**config.mk**
```make
export PLATFORM = sky130hd
export DESIGN_NAME = x_23k640_arb_flat
export DESIGN_NICKNAME = d
export VERILOG_FILES = /design/src/rtl/x_23k640_arb_if.sv /design/src/rtl/x_23k640_arb.sv /design/src/flat_wrapper.sv
export SDC_FILE = /design/constraint.sdc
export NUM_CORES = 1
export LEC_CHECK = 0
export CORE_MARGIN = 8
export CORE_UTILIZATION = 24
export CTS_CLUSTER_SIZE = 28
export DETAILED_ROUTE_END_ITERATION = 10
export PLACE_DENSITY_LB_ADDON = 0.3
export SLEW_MARGIN = 0
export SYNTH_ARGS = -nofsm -noshare
export SYNTH_HDL_FRONTEND = slang
export SYNTH_SLANG_ARGS = --single-unit
```
**constraint.sdc**
```tcl
create_clock -name i_clk -period 2.1 [get_ports i_clk]
set_input_delay 0.42 -clock i_clk [delete_from_list [all_inputs] [get_ports i_clk]]
set_output_delay 0.42 -clock i_clk [all_outputs]
set_load 0.05 [all_outputs]
```
**src/rtl/x_23k640_arb_if.sv**
```systemverilog
// Bus bundle between two requesters, the round-robin arbiter and the 23K640 data engine.
// Handshake: a requester holds valid and its fields stable until the engine's accept in the same cycle.
interface x_23k640_arb_if #(
    parameter int MAX_BURST = 4
);
    localparam int CW = $clog2(MAX_BURST) + 1;

    logic        i_valid_0;
    logic        i_valid_1;
    logic        o_accept_0;
    logic        o_accept_1;
    logic        i_rd_n_wr_0;
    logic        i_rd_n_wr_1;
    logic [15:0] i_addr_0;
    logic [15:0] i_addr_1;
    logic [7:0]  i_wdata_0;
    logic [7:0]  i_wdata_1;
    logic        o_ready_0;
    logic        o_ready_1;
    logic [7:0]  o_rdata;

    logic        o_valid;
    logic        i_accept;
    logic        o_rd_n_wr;
    logic [15:0] o_addr;
    logic [7:0]  o_wdata;
    logic        i_ready;
    logic [7:0]  i_rdata;

    logic        o_err;

    // Observability of the arbiter's internal state.
    logic          dbg_owner;
    logic [CW-1:0] dbg_burst_cnt;
    logic          dbg_rd_pend;
    logic          dbg_rd_tag;

    modport slave (
        input  i_valid_0, i_valid_1, i_rd_n_wr_0, i_rd_n_wr_1,
               i_addr_0, i_addr_1, i_wdata_0, i_wdata_1,
               i_accept, i_ready, i_rdata,
        output o_accept_0, o_accept_1, o_ready_0, o_ready_1, o_rdata,
               o_valid, o_rd_n_wr, o_addr, o_wdata, o_err,
               dbg_owner, dbg_burst_cnt, dbg_rd_pend, dbg_rd_tag
    );

    modport master (
        output i_valid_0, i_valid_1, i_rd_n_wr_0, i_rd_n_wr_1,
               i_addr_0, i_addr_1, i_wdata_0, i_wdata_1,
               i_accept, i_ready, i_rdata,
        input  o_accept_0, o_accept_1, o_ready_0, o_ready_1, o_rdata,
               o_valid, o_rd_n_wr, o_addr, o_wdata, o_err,
               dbg_owner, dbg_burst_cnt, dbg_rd_pend, dbg_rd_tag
    );
endinterface

```
**src/rtl/x_23k640_arb.sv**
```systemverilog
// Two-requester round-robin arbiter for the 23K640 engine: burst-limited grant holding
// and read-completion steering back to the issuing requester.
module x_23k640_arb #(
    parameter int MAX_BURST = 4
) (
    input  logic            i_clk,
    input  logic            i_rst_n,
    x_23k640_arb_if.slave   bus
);
    localparam int CW = $clog2(MAX_BURST) + 1;
    localparam logic [CW-1:0] LAST = CW'(MAX_BURST - 1);

    logic          owner;
    logic [CW-1:0] burst_cnt;
    logic          rd_pend;
    logic          rd_tag;
    logic          err;

    logic valid_own;
    logic valid_oth;

    assign valid_own = owner ? bus.i_valid_1 : bus.i_valid_0;
    assign valid_oth = owner ? bus.i_valid_0 : bus.i_valid_1;

    // owner only moves on an edge where its request was accepted or is idle,
    // so the engine never sees the fields change mid-request.
    assign bus.o_valid   = valid_own;
    assign bus.o_rd_n_wr = owner ? bus.i_rd_n_wr_1 : bus.i_rd_n_wr_0;
    assign bus.o_addr    = owner ? bus.i_addr_1    : bus.i_addr_0;
    assign bus.o_wdata   = owner ? bus.i_wdata_1   : bus.i_wdata_0;

    assign bus.o_accept_0 = bus.i_accept & ~owner;
    assign bus.o_accept_1 = bus.i_accept &  owner;

    assign bus.o_ready_0 = bus.i_ready & rd_pend & ~rd_tag;
    assign bus.o_ready_1 = bus.i_ready & rd_pend &  rd_tag;
    assign bus.o_rdata   = bus.i_rdata;
    assign bus.o_err     = err;

    assign bus.dbg_owner     = owner;
    assign bus.dbg_burst_cnt = burst_cnt;
    assign bus.dbg_rd_pend   = rd_pend;
    assign bus.dbg_rd_tag    = rd_tag;

    always_ff @(posedge i_clk or negedge i_rst_n) begin
        if (!i_rst_n) begin
            owner     <= 1'b0;
            burst_cnt <= '0;
            rd_pend   <= 1'b0;
            rd_tag    <= 1'b0;
            err       <= 1'b0;
        end else begin
            if (bus.i_accept && (burst_cnt == LAST) && valid_oth) begin
                owner     <= ~owner;
                burst_cnt <= '0;
            end else if (bus.i_accept) begin
                if (burst_cnt != LAST) begin
                    burst_cnt <= burst_cnt + 1'b1;
                end
            end else if (!valid_own && valid_oth) begin
                owner     <= ~owner;
                burst_cnt <= '0;
            end

            // A new read accept takes precedence over a completion in the same cycle.
            if (bus.i_accept && bus.o_rd_n_wr) begin
                rd_pend <= 1'b1;
                rd_tag  <= owner;
            end else if (bus.i_ready) begin
                rd_pend <= 1'b0;
            end

            if ((bus.i_ready && !rd_pend) || (bus.i_accept && !valid_own)) begin
                err <= 1'b1;
            end
        end
    end
endmodule
```
**src/flat_wrapper.sv**
```systemverilog
// flat-port wrapper written by rule: the top's interface ports become plain ports
module x_23k640_arb_flat 
#(
    parameter int MAX_BURST = 4
)
  (i_clk, i_rst_n, bus_i_valid_0, bus_i_valid_1, bus_i_rd_n_wr_0, bus_i_rd_n_wr_1, bus_i_addr_0, bus_i_addr_1, bus_i_wdata_0, bus_i_wdata_1, bus_i_accept, bus_i_ready, bus_i_rdata, bus_o_accept_0, bus_o_accept_1, bus_o_ready_0, bus_o_ready_1, bus_o_rdata, bus_o_valid, bus_o_rd_n_wr, bus_o_addr, bus_o_wdata, bus_o_err, bus_dbg_owner, bus_dbg_burst_cnt, bus_dbg_rd_pend, bus_dbg_rd_tag);
  x_23k640_arb_if #(.MAX_BURST(MAX_BURST)) bus_i ();
  input  logic i_clk;
  input  logic i_rst_n;
  input wire logic [$bits(bus_i.i_valid_0)-1:0] bus_i_valid_0;
  input wire logic [$bits(bus_i.i_valid_1)-1:0] bus_i_valid_1;
  input wire logic [$bits(bus_i.i_rd_n_wr_0)-1:0] bus_i_rd_n_wr_0;
  input wire logic [$bits(bus_i.i_rd_n_wr_1)-1:0] bus_i_rd_n_wr_1;
  input wire logic [$bits(bus_i.i_addr_0)-1:0] bus_i_addr_0;
  input wire logic [$bits(bus_i.i_addr_1)-1:0] bus_i_addr_1;
  input wire logic [$bits(bus_i.i_wdata_0)-1:0] bus_i_wdata_0;
  input wire logic [$bits(bus_i.i_wdata_1)-1:0] bus_i_wdata_1;
  input wire logic [$bits(bus_i.i_accept)-1:0] bus_i_accept;
  input wire logic [$bits(bus_i.i_ready)-1:0] bus_i_ready;
  input wire logic [$bits(bus_i.i_rdata)-1:0] bus_i_rdata;
  output wire logic [$bits(bus_i.o_accept_0)-1:0] bus_o_accept_0;
  output wire logic [$bits(bus_i.o_accept_1)-1:0] bus_o_accept_1;
  output wire logic [$bits(bus_i.o_ready_0)-1:0] bus_o_ready_0;
  output wire logic [$bits(bus_i.o_ready_1)-1:0] bus_o_ready_1;
  output wire logic [$bits(bus_i.o_rdata)-1:0] bus_o_rdata;
  output wire logic [$bits(bus_i.o_valid)-1:0] bus_o_valid;
  output wire logic [$bits(bus_i.o_rd_n_wr)-1:0] bus_o_rd_n_wr;
  output wire logic [$bits(bus_i.o_addr)-1:0] bus_o_addr;
  output wire logic [$bits(bus_i.o_wdata)-1:0] bus_o_wdata;
  output wire logic [$bits(bus_i.o_err)-1:0] bus_o_err;
  output wire logic [$bits(bus_i.dbg_owner)-1:0] bus_dbg_owner;
  output wire logic [$bits(bus_i.dbg_burst_cnt)-1:0] bus_dbg_burst_cnt;
  output wire logic [$bits(bus_i.dbg_rd_pend)-1:0] bus_dbg_rd_pend;
  output wire logic [$bits(bus_i.dbg_rd_tag)-1:0] bus_dbg_rd_tag;
  assign bus_i.i_valid_0 = bus_i_valid_0;
  assign bus_i.i_valid_1 = bus_i_valid_1;
  assign bus_i.i_rd_n_wr_0 = bus_i_rd_n_wr_0;
  assign bus_i.i_rd_n_wr_1 = bus_i_rd_n_wr_1;
  assign bus_i.i_addr_0 = bus_i_addr_0;
  assign bus_i.i_addr_1 = bus_i_addr_1;
  assign bus_i.i_wdata_0 = bus_i_wdata_0;
  assign bus_i.i_wdata_1 = bus_i_wdata_1;
  assign bus_i.i_accept = bus_i_accept;
  assign bus_i.i_ready = bus_i_ready;
  assign bus_i.i_rdata = bus_i_rdata;
  assign bus_o_accept_0 = bus_i.o_accept_0;
  assign bus_o_accept_1 = bus_i.o_accept_1;
  assign bus_o_ready_0 = bus_i.o_ready_0;
  assign bus_o_ready_1 = bus_i.o_ready_1;
  assign bus_o_rdata = bus_i.o_rdata;
  assign bus_o_valid = bus_i.o_valid;
  assign bus_o_rd_n_wr = bus_i.o_rd_n_wr;
  assign bus_o_addr = bus_i.o_addr;
  assign bus_o_wdata = bus_i.o_wdata;
  assign bus_o_err = bus_i.o_err;
  assign bus_dbg_owner = bus_i.dbg_owner;
  assign bus_dbg_burst_cnt = bus_i.dbg_burst_cnt;
  assign bus_dbg_rd_pend = bus_i.dbg_rd_pend;
  assign bus_dbg_rd_tag = bus_i.dbg_rd_tag;
  x_23k640_arb #(.MAX_BURST(MAX_BURST)) u_core (.i_clk(i_clk), .i_rst_n(i_rst_n), .bus(bus_i));
endmodule
```
== Word level (Yosys, flattened, before mapping) ==
Cells that the tools add are included.
Cells by class
  $add $sub $neg: 1
  eq/ne operators: 4
  multiplexer cells: 14
  bitwise gates (word level): 7
  reduce and logical (&&, ||, !) cells: 14
Operator list (number)
  $mux 16: 1
  $mux 3: 4
  $mux 1: 8
  $mux 8: 1
  $logic_and 1x1->1: 6
  $and 1x1->1: 5
  $reduce_and 2->1: 2
  $reduce_bool 2->1: 2
  $add 3x1->3 const B: 1
  $eq 3x2->1 const B: 1
  $ne 3x1->1 const B: 1
  $ne 3x2->1 const B: 1
  $reduce_bool 3->1: 1
  $logic_not 1->1: 2
  $ne 2x1->1 const B: 1
  $not 1->1: 2
  $logic_or 1x1->1: 1
Word-level totals
  register bits: 7
  input port bits: 64
  output and inout bits: 45
  logic and storage cells: 45

== Logic depth before layout (Yosys ltp) ==
  depth after elaboration: 6
  gate-level depth with buffers: 6
  depth with buffers taken out: 6

== Worst setup path after synthesis ==
Ideal clock, no wire load.
  kind: flip-flop to output port
  start: register u_core.owner (netlist: u_core.bus.dbg_owner)
  end: output port bus_o_accept_0
  arrival time: 1611 ps
  slack: 69 ps
  stages on the path, launching flop included: 4
  cell sequence: dfrtp_1 -> buf_6 -> buf_2 -> nor2_1
On the way
  word-level cells in the longest chain between the ends: 2
RTL lines
  from (decl): line x_23k640_arb.sv:13  | logic owner;
  from (signal assigned): line x_23k640_arb.sv:54  | owner <= ~owner;
  from (signal assigned): line x_23k640_arb.sv:61  | owner <= ~owner;
  $not 1->1: line x_23k640_arb.sv:32  | assign bus.o_accept_0 = bus.i_accept & ~owner;
  $and 1x1->1: line x_23k640_arb.sv:32
  to (decl): line flat_wrapper.sv:21  | output wire logic [$bits(bus_i.o_accept_0)-1:0] bus_o_accept_0;
Every way passes these cells.

== Worst setup path after layout ==
  start: input port bus_i_accept
  end: output port bus_o_accept_0
On the way
  word-level cells in the longest chain between the ends: 1
RTL lines
  from (decl): line flat_wrapper.sv:18  | input wire logic [$bits(bus_i.i_accept)-1:0] bus_i_accept;
  $and 1x1->1: line x_23k640_arb.sv:32
Every way passes these cells.

==> key figures <==
Outcome
  • Outcome: finished, final reports clean

Finish
  • Layout area overhead: 128%
  • Layout cells sized above 1: 38.7%
  • Commonest non-fill, non-tap cell in the layout: clkdlybuf4s50_1
  • Final nets: 235
  • Finished Cell Area: 1810 µm²
  • Most frequent cells in the layout: clkdlybuf4s50_1, mux2_2, buf_4
  • Fill cells: 305
  • Diode count: 0
  • Core Util, Final: 55.4%

STA
  • Worst Clk Skew: 0.000611 ns
  • Tcrit/Tclk final: 93.3%
  • Final setup viols: 0
  • Final Hold Viols: 0
  • Final Slew Violations: 0
  • RSZ-0062 raised after global routing: no
  • Setup_tns: 0 ns
  • Achievable frequency: 510 MHz
  • Slew margin rel.: 65.2%
  • Min Tclk post-route: 1.96 ns
  • Worst Tran Pin Value: 0.520 ns

Critical path
  • Slowest CP cell: clkdlybuf4s50_1
  • Critical Path End Type: primary output
  • Buf/Inv on CP: 3
  • Worst setup SP type: primary input
  • CP required: 1.68 ns
  • Crit path DAT: 1.54 ns
  • Delay-heaviest family, CP: buffers and inverters
  • Reg2reg setup slack: 0.48 ns
  • CP Cell Sequence: clkdlybuf4s50_1 -> inv_2 -> nor2_1 -> buf_12
  • Kind of critical path: primary input to primary output
  • Crit-path max FO: 10
  • Slowest stage delay, CP: 0.67 ns

CTS
  • Max Root-Sink Buffers: 2
  • Hold_buf cts: 0
  • Worst-Skew Late Latency: 0.24 ns
  • Cts bufs inserted: 3
  • Clk slew on worst S/H paths: 0.05 ns
  • Resized cells post-CTS: 0
  • H-tree depth: 1
  • Post-CTS setup buffer count: 0
  • CTS tree: built
  • Root buf cell: clkbuf_4
  • Clock sinks: 7

Synthesis
  • Syn avg cell area: 9.44 µm²
  • Sequential area share after synthesis: 22.1%
  • Synthesized cell area: 793 µm²
  • Netlist cell types: 24
  • Syn_nets: 150
  • Warnings, synthesis: 0
  • FF+latch count, synth: 7
  • Synthesized instance count: 84

Die
  • Placeable Area: 3260 µm²
  • Rows: 21
  • Die Y-Extent: 73.5 µm
  • I/O pin count: 109
  • Starting Density: 24.3%
  • Die area: 5400 µm²
  • Die W: 73.5 µm

Power
  • Max VDD drop: 0.442 mV
  • Leak pwr: 0.762 nW
  • PwrDens: 971 nW/µm²

Flow run
  • Max-cap violations: 0

Drt
  • DR DRC count: 0
  • Initial drt markers: 11
  • Routed WL: 3180 µm
  • Via density: 4.46
  • Antenna Nets Post-Route: 0
  • Router iterations before antenna repair: 2
  • Via Count: 954
  • Routed WL per cell: 14.9 µm

Placement
  • Port Buffers: 92
  • DP Area: 1780 µm²
  • Post-DP HPWL: 2880 µm
  • GPL Wtd Cong: 0.845

Global routing
  • Antenna violations before repair: 0
  • Overflow left after global routing: 0
  • Largest net degree at the start of global routing: 37
  • Vias in the first global route: 1040
  • Global-route wire length before repair: 4730 µm
  • GR Util All Layers: 11.4%

Min path
  • Hold Crit Class: primary input to asynchronous set/reset pin
==> state kept, by name, summed over array words and instances, names as in the netlist <==
signal and count:
u_core.bus.o_err 1, u_core.bus.dbg_rd_pend 1, u_core.bus.dbg_owner 1, u_core.bus.dbg_rd_tag 1
u_core.bus.dbg_burst_cnt 3
==> layout make-up <==
cell class / count / area (µm²) / area share [%]
multi-input cells: 61 / 509 / 28.2
flip-flops and latches: 7 / 175 / 9.70
repair buffers: 93 / 1030 / 56.8
inverters: 3 / 11.3 / 0.624
clock buffers: 4 / 26.3 / 1.46
well taps: 46 / 57.6 / 3.19
==> stage by stage <==
stage	total power [mW]	setup WS, ns	hold WS (ns)	std cells
after floorplan	1.13	0.0686	0.124	84
after global placement	1.64	0.192	0.506	210
after detailed placement	1.65	0.133	0.478	210
after CTS	1.78	0.131	0.427	214
after global routing	1.84	0.0799	0.441	214
final	1.75	0.140	0.430	214
==> worst paths after layout <==
| path | startpoint | endpoint | cells past startpoint |
|---|---|---|---|
| setup / recovery | bus_i_accept | bus_o_accept_0 | 4 |
| hold / removal | i_rst_n | u_core.bus.dbg_owner | 1 |
| setup reg to reg | u_core.bus.dbg_burst_cnt[0] | u_core.bus.dbg_burst_cnt[1] | 6 |
| hold reg to reg | u_core.bus.o_err | u_core.bus.o_err | 2 |
| max in group asynchronous | i_rst_n | u_core.bus.o_err | 1 |
| min in group i_clk | u_core.bus.o_err | u_core.bus.o_err | 2 |
==> Yosys cell counts <==
library cell | instances | area, µm²
mux2_2 | 27 | 304
buf_4 | 8 | 60.1
dfrtp_1 | 7 | 175
nand2_1 | 5 | 18.8
nor2_1 | 5 | 18.8
a21oi_1 | 4 | 20.0
buf_2 | 3 | 15.0
o21ai_1 | 3 | 15.0
and2_1 | 2 | 12.5
and3_1 | 2 | 12.5
buf_6 | 2 | 22.5
ha_1 | 2 | 25.0
inv_1 | 2 | 7.51
o21ai_0 | 2 | 10.0
a211oi_1 | 1 | 7.51
a21o_1 | 1 | 7.51
a21oi_2 | 1 | 8.76
inv_2 | 1 | 3.75
mux2i_1 | 1 | 10.0
nand2b_1 | 1 | 6.26
nand3_1 | 1 | 5.00
nand3b_1 | 1 | 7.51
nor2b_1 | 1 | 6.26
nor2b_4 | 1 | 13.8
==> power breakdown <==
group / internal, mW / switching, mW / total, mW / leakage, nW
clock network: 0.0721 / 0.0434 / 0.115 / 0.0150
registers: 0.175 / 0.0343 / 0.209 / 0.0854
logic: 0.617 / 0.812 / 1.43 / 0.661
==> cells by family after synthesis <==
kind of cell / count (synthesis) / synth area share, %
multiplexers: 28 / 39.6
buffers and inverters: 16 / 13.7
AND/OR/NAND/NOR: 19 / 12.8
AO/OA/AOI/OAI: 12 / 8.68
flip-flops: 7 / 22.1
adder cells (fa/ha/maj): 2 / 3.15
==> routing by layer <==
| layer | track usage (%) | wire length [µm] | vias to the layer above |
|---|---|---|---|
| met2 | 18.4 | 1300 | 84 |
| met4 | 6.43 | 51 | 0 |
| met3 | 9.00 | 669 | 4 |
| li1 | - | - | 456 |
| met1 | 9.88 | 1160 | 410 |
| met5 | 0 | 0 | - |
No activity file was read; power rests on OpenSTA's default activity.
